**config.mk**
```make
export PLATFORM = sky130hd
export DESIGN_NAME = tile_map_render_flat
export DESIGN_NICKNAME = d
export VERILOG_FILES = /design/src/rtl/tile_map_render_pkg.sv /design/src/rtl/vga_if.sv /design/src/rtl/tile_map_render_lfsr16.sv /design/src/rtl/tile_map_render.sv /design/src/flat_wrapper.sv
export SDC_FILE = /design/constraint.sdc
export NUM_CORES = 2
export LEC_CHECK = 0
export ABC_AREA = 1
export BUFFER_PORTS_ARGS = -buffer_cell sky130_fd_sc_hd__buf_2
export CAP_MARGIN = 20
export CORE_ASPECT_RATIO = 0.5
export CORE_MARGIN = 4
export CORE_UTILIZATION = 61
export CTS_CLUSTER_SIZE = 20
export DETAILED_ROUTE_END_ITERATION = 7
export PLACE_DENSITY = 0.77
export REMOVE_ABC_BUFFERS = 1
export SLEW_MARGIN = 20
export SYNTH_ARGS = -nofsm -noshare
export SYNTH_HDL_FRONTEND = slang
export SYNTH_SLANG_ARGS = --single-unit
```
**constraint.sdc**
```tcl
create_clock -name clk -period 6.05 [get_ports clk]
set_input_delay 0.9075 -clock clk [delete_from_list [all_inputs] [get_ports clk]]
set_output_delay 0.9075 -clock clk [all_outputs]
set_load 0.01 [all_outputs]
```
**src/rtl/tile_map_render_pkg.sv**
```systemverilog
// Shared constants, FSM encoding and the Galois LFSR step for the tile-map
// background renderer.
package tile_map_render_pkg;

   localparam int VGA_CNT_W = 11;
   localparam int RGB_W     = 12;

   localparam logic [RGB_W-1:0] DEF_COLOR_SQUARE = 12'h0FF;
   localparam logic [RGB_W-1:0] DEF_COLOR_GRID   = 12'h333;
   localparam logic [RGB_W-1:0] DEF_COLOR_BG     = 12'h000;
   localparam logic [RGB_W-1:0] COLOR_BLANK      = 12'h000;

   localparam logic [15:0] LFSR_TAPS        = 16'hB400;
   localparam logic [15:0] DEF_DEFAULT_SEED = 16'hACE1;

   typedef enum logic [1:0] {
      IDLE    = 2'd0,
      WAIT_VB = 2'd1,
      FILL    = 2'd2,
      DONE    = 2'd3
   } fsm_t;

   // Right-shifting Galois step: the bit shifted out folds the taps back in.
   function automatic logic [15:0] galois_step(input logic [15:0] q);
      logic [15:0] nxt;
      nxt = {1'b0, q[15:1]};
      if (q[0]) begin
         nxt = nxt ^ LFSR_TAPS;
      end else begin
         nxt = nxt;
      end
      return nxt;
   endfunction

endpackage

```
**src/rtl/vga_if.sv**
```systemverilog
// VGA timing and pixel bundle passed between background-chain stages.
interface vga_if;
   import tile_map_render_pkg::*;

   logic [VGA_CNT_W-1:0] vcount;
   logic                 vsync;
   logic                 vblnk;
   logic [VGA_CNT_W-1:0] hcount;
   logic                 hsync;
   logic                 hblnk;
   logic [RGB_W-1:0]     rgb;

   modport in  (input  vcount, vsync, vblnk, hcount, hsync, hblnk, rgb);
   modport out (output vcount, vsync, vblnk, hcount, hsync, hblnk, rgb);
endinterface

```
**src/rtl/tile_map_render_lfsr16.sv**
```systemverilog
// 16-bit Galois LFSR with synchronous load; reusable by other random features.
module lfsr16
   import tile_map_render_pkg::*;
#(
   parameter logic [15:0] RESET_VAL = DEF_DEFAULT_SEED
) (
   input  logic        clk,
   input  logic        rst_n,
   input  logic        load,
   input  logic [15:0] seed,
   input  logic        en,
   output logic [15:0] q
);

   // Load wins over advance so a fresh seed is never skipped.
   always_ff @(posedge clk or negedge rst_n) begin
      if (!rst_n) begin
         q <= RESET_VAL;
      end else if (load) begin
         q <= seed;
      end else if (en) begin
         q <= galois_step(q);
      end else begin
         q <= q;
      end
   end

endmodule

```
**src/rtl/tile_map_render.sv**
```systemverilog
// Tile-map background renderer: LFSR-filled occupancy map drawn into the
// vga_if stream with a fixed two-cycle latency.
module tile_map_render
   import tile_map_render_pkg::*;
#(
   parameter int               CELL_LOG2    = 5,
   parameter int               CELLS_X      = 32,
   parameter int               CELLS_Y      = 24,
   parameter int               BORDER       = 1,
   parameter logic [RGB_W-1:0] COLOR_SQUARE = DEF_COLOR_SQUARE,
   parameter logic [RGB_W-1:0] COLOR_GRID   = DEF_COLOR_GRID,
   parameter logic [RGB_W-1:0] COLOR_BG     = DEF_COLOR_BG,
   parameter logic [15:0]      DEFAULT_SEED = DEF_DEFAULT_SEED
) (
   input  logic        clk,
   input  logic        rst_n,
   vga_if.in           bg_in,
   vga_if.out          bg_out,
   input  logic        regen,
   input  logic [15:0] seed,
   input  logic [7:0]  density,
   output logic        busy,
   output logic        done
);

   localparam int MAP_N  = CELLS_X * CELLS_Y;
   localparam int IDX_W  = $clog2(MAP_N);
   localparam int CELL_W = VGA_CNT_W - CELL_LOG2;

   localparam logic [CELL_LOG2-1:0] BORDER_V = CELL_LOG2'(BORDER);
   localparam logic [CELL_W:0]      CELLS_XV = (CELL_W + 1)'(CELLS_X);
   localparam logic [CELL_W:0]      CELLS_YV = (CELL_W + 1)'(CELLS_Y);
   localparam logic [IDX_W-1:0]     LAST_IDX = IDX_W'(MAP_N - 1);

   // ---------------------------------------------------------------- render
   logic [VGA_CNT_W-1:0] s1_vcount, s1_hcount;
   logic                 s1_vsync, s1_vblnk, s1_hsync, s1_hblnk;
   logic [CELL_W-1:0]    s1_cx, s1_cy;
   logic [CELL_LOG2-1:0] s1_ox, s1_oy;
   logic                 s1_on_map;

   logic [CELL_W-1:0]    cx_s, cy_s;
   logic                 on_map_s;
   logic [IDX_W-1:0]     rd_idx_s;
   logic                 cell_s;
   logic [RGB_W-1:0]     rgb_s;
   logic [MAP_N-1:0]     map_r;

   assign cx_s     = bg_in.hcount[VGA_CNT_W-1:CELL_LOG2];
   assign cy_s     = bg_in.vcount[VGA_CNT_W-1:CELL_LOG2];
   assign on_map_s = ({1'b0, cx_s} < CELLS_XV) && ({1'b0, cy_s} < CELLS_YV);

   // Stage 1: register timing and split pixel position into cell + offset.
   always_ff @(posedge clk or negedge rst_n) begin
      if (!rst_n) begin
         s1_vcount <= {VGA_CNT_W{1'b0}};
         s1_hcount <= {VGA_CNT_W{1'b0}};
         s1_vsync  <= 1'b0;
         s1_vblnk  <= 1'b0;
         s1_hsync  <= 1'b0;
         s1_hblnk  <= 1'b0;
         s1_cx     <= {CELL_W{1'b0}};
         s1_cy     <= {CELL_W{1'b0}};
         s1_ox     <= {CELL_LOG2{1'b0}};
         s1_oy     <= {CELL_LOG2{1'b0}};
         s1_on_map <= 1'b0;
      end else begin
         s1_vcount <= bg_in.vcount;
         s1_hcount <= bg_in.hcount;
         s1_vsync  <= bg_in.vsync;
         s1_vblnk  <= bg_in.vblnk;
         s1_hsync  <= bg_in.hsync;
         s1_hblnk  <= bg_in.hblnk;
         s1_cx     <= cx_s;
         s1_cy     <= cy_s;
         s1_ox     <= bg_in.hcount[CELL_LOG2-1:0];
         s1_oy     <= bg_in.vcount[CELL_LOG2-1:0];
         s1_on_map <= on_map_s;
      end
   end

   // Index may alias when off the map; on_map masks those reads.
   assign rd_idx_s = IDX_W'(s1_cy) * IDX_W'(CELLS_X) + IDX_W'(s1_cx);
   assign cell_s   = s1_on_map ? map_r[rd_idx_s] : 1'b0;

   // Stage 2 colour priority: blank, off-map, grid line, occupied, empty.
   always_comb begin
      rgb_s = COLOR_BG;
      if (s1_vblnk || s1_hblnk) begin
         rgb_s = COLOR_BLANK;
      end else if (!s1_on_map) begin
         rgb_s = COLOR_BG;
      end else if ((BORDER > 0) && ((s1_ox < BORDER_V) || (s1_oy < BORDER_V))) begin
         rgb_s = COLOR_GRID;
      end else if (cell_s) begin
         rgb_s = COLOR_SQUARE;
      end else begin
         rgb_s = COLOR_BG;
      end
   end

   // Stage 2: output register for the whole stream.
   always_ff @(posedge clk or negedge rst_n) begin
      if (!rst_n) begin
         bg_out.vcount <= {VGA_CNT_W{1'b0}};
         bg_out.hcount <= {VGA_CNT_W{1'b0}};
         bg_out.vsync  <= 1'b0;
         bg_out.vblnk  <= 1'b0;
         bg_out.hsync  <= 1'b0;
         bg_out.hblnk  <= 1'b0;
         bg_out.rgb    <= COLOR_BG;
      end else begin
         bg_out.vcount <= s1_vcount;
         bg_out.hcount <= s1_hcount;
         bg_out.vsync  <= s1_vsync;
         bg_out.vblnk  <= s1_vblnk;
         bg_out.hsync  <= s1_hsync;
         bg_out.hblnk  <= s1_hblnk;
         bg_out.rgb    <= rgb_s;
      end
   end

   // ------------------------------------------------------------------ fill
   fsm_t             state_r;
   logic [IDX_W-1:0] idx_r;
   logic [7:0]       dens_r;
   logic             vblnk_prev_r;
   logic             busy_r, done_r;
   logic [15:0]      lfsr_q_s, seed_eff_s;
   logic             load_s, en_s, vb_rise_s, occ_s;

   assign seed_eff_s = (seed == 16'h0000) ? DEFAULT_SEED : seed;
   assign load_s     = (state_r == IDLE) && regen;
   assign en_s       = (state_r == FILL);
   assign vb_rise_s  = bg_in.vblnk && !vblnk_prev_r;
   assign occ_s      = (dens_r == 8'hFF) ? 1'b1 : (lfsr_q_s[7:0] < dens_r);

   lfsr16 #(
      .RESET_VAL (DEFAULT_SEED)
   ) u_lfsr (
      .clk   (clk),
      .rst_n (rst_n),
      .load  (load_s),
      .seed  (seed_eff_s),
      .en    (en_s),
      .q     (lfsr_q_s)
   );

   // Previous vblnk, tracked in every state so entry to WAIT_VB mid-blank
   // does not count as an edge.
   always_ff @(posedge clk or negedge rst_n) begin
      if (!rst_n) begin
         vblnk_prev_r <= 1'b0;
      end else begin
         vblnk_prev_r <= bg_in.vblnk;
      end
   end

   // Fill sequencer: request, wait for blanking, one cell per cycle, report.
   always_ff @(posedge clk or negedge rst_n) begin
      if (!rst_n) begin
         state_r <= IDLE;
         idx_r   <= {IDX_W{1'b0}};
         dens_r  <= 8'h00;
         busy_r  <= 1'b0;
         done_r  <= 1'b0;
      end else begin
         done_r <= 1'b0;
         case (state_r)
            IDLE: begin
               if (regen) begin
                  dens_r  <= density;
                  busy_r  <= 1'b1;
                  state_r <= WAIT_VB;
               end else begin
                  state_r <= IDLE;
               end
            end
            WAIT_VB: begin
               if (vb_rise_s) begin
                  idx_r   <= {IDX_W{1'b0}};
                  state_r <= FILL;
               end else begin
                  state_r <= WAIT_VB;
               end
            end
            FILL: begin
               if (idx_r == LAST_IDX) begin
                  idx_r   <= {IDX_W{1'b0}};
                  busy_r  <= 1'b0;
                  done_r  <= 1'b1;
                  state_r <= DONE;
               end else begin
                  idx_r   <= idx_r + IDX_W'(1);
                  state_r <= FILL;
               end
            end
            DONE: begin
               state_r <= IDLE;
            end
            default: begin
               busy_r  <= 1'b0;
               state_r <= IDLE;
            end
         endcase
      end
   end

   // Occupancy map: cleared by reset, written one cell per FILL cycle.
   always_ff @(posedge clk or negedge rst_n) begin
      if (!rst_n) begin
         map_r <= {MAP_N{1'b0}};
      end else if (state_r == FILL) begin
         map_r[idx_r] <= occ_s;
      end else begin
         map_r <= map_r;
      end
   end

   assign busy = busy_r;
   assign done = done_r;

endmodule

```
**src/flat_wrapper.sv**
```systemverilog
// flat-port wrapper written by rule: the top's interface ports become plain ports
module tile_map_render_flat import tile_map_render_pkg::*;
#(
   parameter int               CELL_LOG2    = 5,
   parameter int               CELLS_X      = 32,
   parameter int               CELLS_Y      = 24,
   parameter int               BORDER       = 1,
   parameter logic [RGB_W-1:0] COLOR_SQUARE = DEF_COLOR_SQUARE,
   parameter logic [RGB_W-1:0] COLOR_GRID   = DEF_COLOR_GRID,
   parameter logic [RGB_W-1:0] COLOR_BG     = DEF_COLOR_BG,
   parameter logic [15:0]      DEFAULT_SEED = DEF_DEFAULT_SEED
)
  (clk, rst_n, regen, seed, density, busy, done, bg_in_vcount, bg_in_vsync, bg_in_vblnk, bg_in_hcount, bg_in_hsync, bg_in_hblnk, bg_in_rgb, bg_out_vcount, bg_out_vsync, bg_out_vblnk, bg_out_hcount, bg_out_hsync, bg_out_hblnk, bg_out_rgb);
  vga_if bg_in_i ();
  vga_if bg_out_i ();
  input  logic clk;
  input  logic rst_n;
  input  logic regen;
  input  logic [15:0] seed;
  input  logic [7:0] density;
  output logic busy;
  output logic done;
  input wire logic [$bits(bg_in_i.vcount)-1:0] bg_in_vcount;
  input wire logic [$bits(bg_in_i.vsync)-1:0] bg_in_vsync;
  input wire logic [$bits(bg_in_i.vblnk)-1:0] bg_in_vblnk;
  input wire logic [$bits(bg_in_i.hcount)-1:0] bg_in_hcount;
  input wire logic [$bits(bg_in_i.hsync)-1:0] bg_in_hsync;
  input wire logic [$bits(bg_in_i.hblnk)-1:0] bg_in_hblnk;
  input wire logic [$bits(bg_in_i.rgb)-1:0] bg_in_rgb;
  output wire logic [$bits(bg_out_i.vcount)-1:0] bg_out_vcount;
  output wire logic [$bits(bg_out_i.vsync)-1:0] bg_out_vsync;
  output wire logic [$bits(bg_out_i.vblnk)-1:0] bg_out_vblnk;
  output wire logic [$bits(bg_out_i.hcount)-1:0] bg_out_hcount;
  output wire logic [$bits(bg_out_i.hsync)-1:0] bg_out_hsync;
  output wire logic [$bits(bg_out_i.hblnk)-1:0] bg_out_hblnk;
  output wire logic [$bits(bg_out_i.rgb)-1:0] bg_out_rgb;
  assign bg_in_i.vcount = bg_in_vcount;
  assign bg_in_i.vsync = bg_in_vsync;
  assign bg_in_i.vblnk = bg_in_vblnk;
  assign bg_in_i.hcount = bg_in_hcount;
  assign bg_in_i.hsync = bg_in_hsync;
  assign bg_in_i.hblnk = bg_in_hblnk;
  assign bg_in_i.rgb = bg_in_rgb;
  assign bg_out_vcount = bg_out_i.vcount;
  assign bg_out_vsync = bg_out_i.vsync;
  assign bg_out_vblnk = bg_out_i.vblnk;
  assign bg_out_hcount = bg_out_i.hcount;
  assign bg_out_hsync = bg_out_i.hsync;
  assign bg_out_hblnk = bg_out_i.hblnk;
  assign bg_out_rgb = bg_out_i.rgb;
  tile_map_render #(.CELL_LOG2(CELL_LOG2), .CELLS_X(CELLS_X), .CELLS_Y(CELLS_Y), .BORDER(BORDER), .COLOR_SQUARE(COLOR_SQUARE), .COLOR_GRID(COLOR_GRID), .COLOR_BG(COLOR_BG), .DEFAULT_SEED(DEFAULT_SEED)) u_core (.clk(clk), .rst_n(rst_n), .bg_in(bg_in_i), .bg_out(bg_out_i), .regen(regen), .seed(seed), .density(density), .busy(busy), .done(done));
endmodule
```
==> impl_results.md <==
- Outcome: completed
- First-pass DRT Iterations: 8
- Mapped Cells: 4,861
- Final wirelength: about 120,000 um
- Slew Limit Fails: 0
- Max stage delay on crit path: about 0.94 ns
- Max Cap Viol: 0
- TritonCTS clock tree: done
- Total Power: 15.9 mW
- GPL Wtd Cong: approximately 0.94
- Count of final setup violators: 0
- FMAX: 246 MHz
- Worst hold path type: reg -> reg
- Seq/Total Area, Yosys: around 52%
- Reg clk slew, reported paths: about 0.06 ns
- Worst Setup SP: u_core.s1_hcount[5]$_DFF_PN0_
- Drt wl/cell: 22.1 um
- Setup Skew: 0.0346 ns
- Rows: 67
- Main flop type after synthesis: dfrtp_1
- Non-Filler Instances: 5,507
- Synth top area share: between 50% and 60%
- Dominant cell by count in the synthesized netlist: nand2_1
- Async S/R FF share, synth: 100%
- Die Wd: ~380 um
- Dpl cells: 5,373
- Antenna violations before repair: 2
- Worst-path maximum fanout: approximately 150
- Wl on met1: 49,900 um
- CTS sink cnt: 862
- Hold_ws: 0.353 ns
- Cts hold-fix bufs: 0
- Design area: 44,200 sq um
- Avg Vias per Cell: 6.75
- Number of diodes: 0
- Number of global-route vias before repair: about 34,000
- CP startpoint kind: flip-flop
- Slew HR: 34.4%
- Post-layout min period: 4.06 ns
- Worst path slowest cell: dfrtp_4
- Initial Util: 61.6%
- CTS Buffer Depth: 3
- Crit path DAT: 4.55 ns
- Peak supply drop: a little under 900 uV
- Congestion Overflow GR: 0
- Count of cell types in the netlist: 40
- DIE AREA: 72,100 sq um
- Core area: between 60,000 and 70,000 sq um
- Critical path type: reg -> reg
- Post-route DRC violation count: 0
- Post-synth EDFFs: 0
- Syn_area_per_cell: around 8.5 sq um
- Setup repair bufs after CTS: 0
- Req. time, crit path: approximately 6.5 ns
- Num ports: 105
- Routed met2 length: 53,900 um
- Vias: 37,200
- Input/output buffers: 90
- Nets: around 4,600
- Leakage power: 19.2 nW
- Area growth syn-to-layout: 7.08%
- CP bufs+invs: 2
- Met3 WL post-DR: 15,100 um
- HPWL after DPL: roughly 63,000 um
- Commonest cells post-synth: nand2_1, dfrtp_1, a21oi_1, a31oi_1, nand3_1
- Placement Setup Slack: 2.05 ns
- CTS Buf Count: 76
- Layout cells sized above 1: about 8.4%
- Largest net degree at the start of global routing: 170
- Worst-margin pin slew: 0.983 ns
- Final core utilization: 65.9%
- Antenna Nets Post-Route: 0
- Crit. End Element: flip-flop
- Total GRT Usage: between 30% and 40%
- Top Family by Delay on Critical Path: simple AND/OR/NAND/NOR gates
- Cell Pwr Density: 360 nW/um^2
- Final worst-path cycle share: 67.2%
- Post_cts resized: 0
- Setup tns final: 0 ns
- #FFs+latches synth: roughly 860
- Ranking of synthesized cells by area: dfrtp_1, a31oi_1, a21oi_1
- First-pass GRT wire length: 191,000 um
- Max layer used: met4
- Synth area leader: dfrtp_1
- Worst hold start: u_core.s1_vsync$_DFF_PN0_
- Root buffer cell: clkbuf_16
- DR iter-0 viols: 6,457
- Setup WS post-layout: between 1.5 and 2 ns
- RSZ-0062 raised after global routing: false
- Clock Latency Late Sink: 0.64 ns
- CTS H-tree depth: 3
- Dpl cell area: 41,600 sq um
- CP Cell Sequence: clkinv_8 > buf_4 > nand2_1 > nand3_1 > nand3_1 > nand3_1 > nand3_1 > o21ai_0 > nand2_1 > nand3_1 > nand3_1 > nand2_1 > nand2_1 > nand2_1 > nand2_1 > nor2_1
- FF-to-FF Start: u_core.s1_hcount[5]$_DFF_PN0_
- Die Span Y: 192 um
- Final hold violation count: 0
- Synthesis warning total: 0
- R2R Setup Slk: 1.99 ns
- Synthesized cell area: 41,200 sq um
## layer usage
metal  global-route usage, %  up-vias
li1                        -    16800
met1                    48.6    17900
met2                    50.6     2262
met3                    7.98      248
met4                    9.25        0
met5                       0        -
## power by group
part	total, mW	internal [mW]	leakage (nW)	switching [mW]
Sequential	6.24	6.05	11.8	0.193
Clock	5.10	2.89	1.26	2.22
Combinational	4.56	0.875	6.12	3.68
Total	15.9	9.81	19.2	6.09
## registers in the layout (all words and copies together), names as in the netlist, 3 cells and up, named ones only
signal	flops
u_core.s1_vcount	10
u_core.bg_out.vcount	11
u_core.u_lfsr.q	16
u_core.s1_cx	3
u_core.map_r	768
u_core.idx_r	10
u_core.dens_r	8
u_core.s1_hcount	7
u_core.bg_out.rgb	3
u_core.bg_out.hcount	11
## worst paths after layout
check / endpoint / cells after the start
max: u_core.bg_out.rgb[7]$_DFF_PN0_ / 16
min: u_core.bg_out.vsync$_DFF_PN0_ / 0
max reg2reg: u_core.bg_out.rgb[7]$_DFF_PN0_ / 16
min reg2reg: u_core.bg_out.vsync$_DFF_PN0_ / 0
max in group asynchronous: u_core.map_r[560]$_DFFE_PN0P_ / 2
min in group asynchronous: u_core.map_r[375]$_DFFE_PN0P_ / 1
## cells by family (layout without fill, tap and decap cells)
kind of cell	count (synthesis)	in the layout	share of synthesized area, %
AOI/OAI and AO/OA	1637	1637	22.4
xor gates and xnor gates	9	9	0.191
adders and majority gates	13	13	0.394
buffers and inverters	643	391	6.98
DFF	862	862	52.3
other	1	2	0.00909
and+or+nand+nor	1696	1696	17.7
## placed cells by master (no fill, tap or decap), types with 5 or more instances in the layout
master and count:
or4_1 6, xor2_1 5, clkbuf_1 16, clkinv_2 10
nor2_4 49, inv_1 57, buf_4 84, a31oi_1 766
o211ai_1 5, nand3_1 695, o22ai_1 17, nor4_2 5
a21oi_1 780, dfstp_2 8, clkbuf_8 19, clkbuf_16 79
bufinv_16 6, dfrtp_1 850, o21ai_0 49, buf_12 16
nand2_1 866, buf_2 89, ha_1 13, nor2_1 65
o21ai_1 6
## layout make-up
| class | instances | area, sq um |
|---|---|---|
| fillers | 5357 | 22800 |
| flip-flops and latches | 862 | 21600 |
| multi-input cells | 3357 | 17200 |
| clock buffers | 114 | 2300 |
| repair buffers | 190 | 1410 |
| well taps | 897 | 1120 |
| inverters | 67 | 279 |
| clock inverters | 20 | 265 |
No activity file was read; power rests on OpenSTA's default activity.
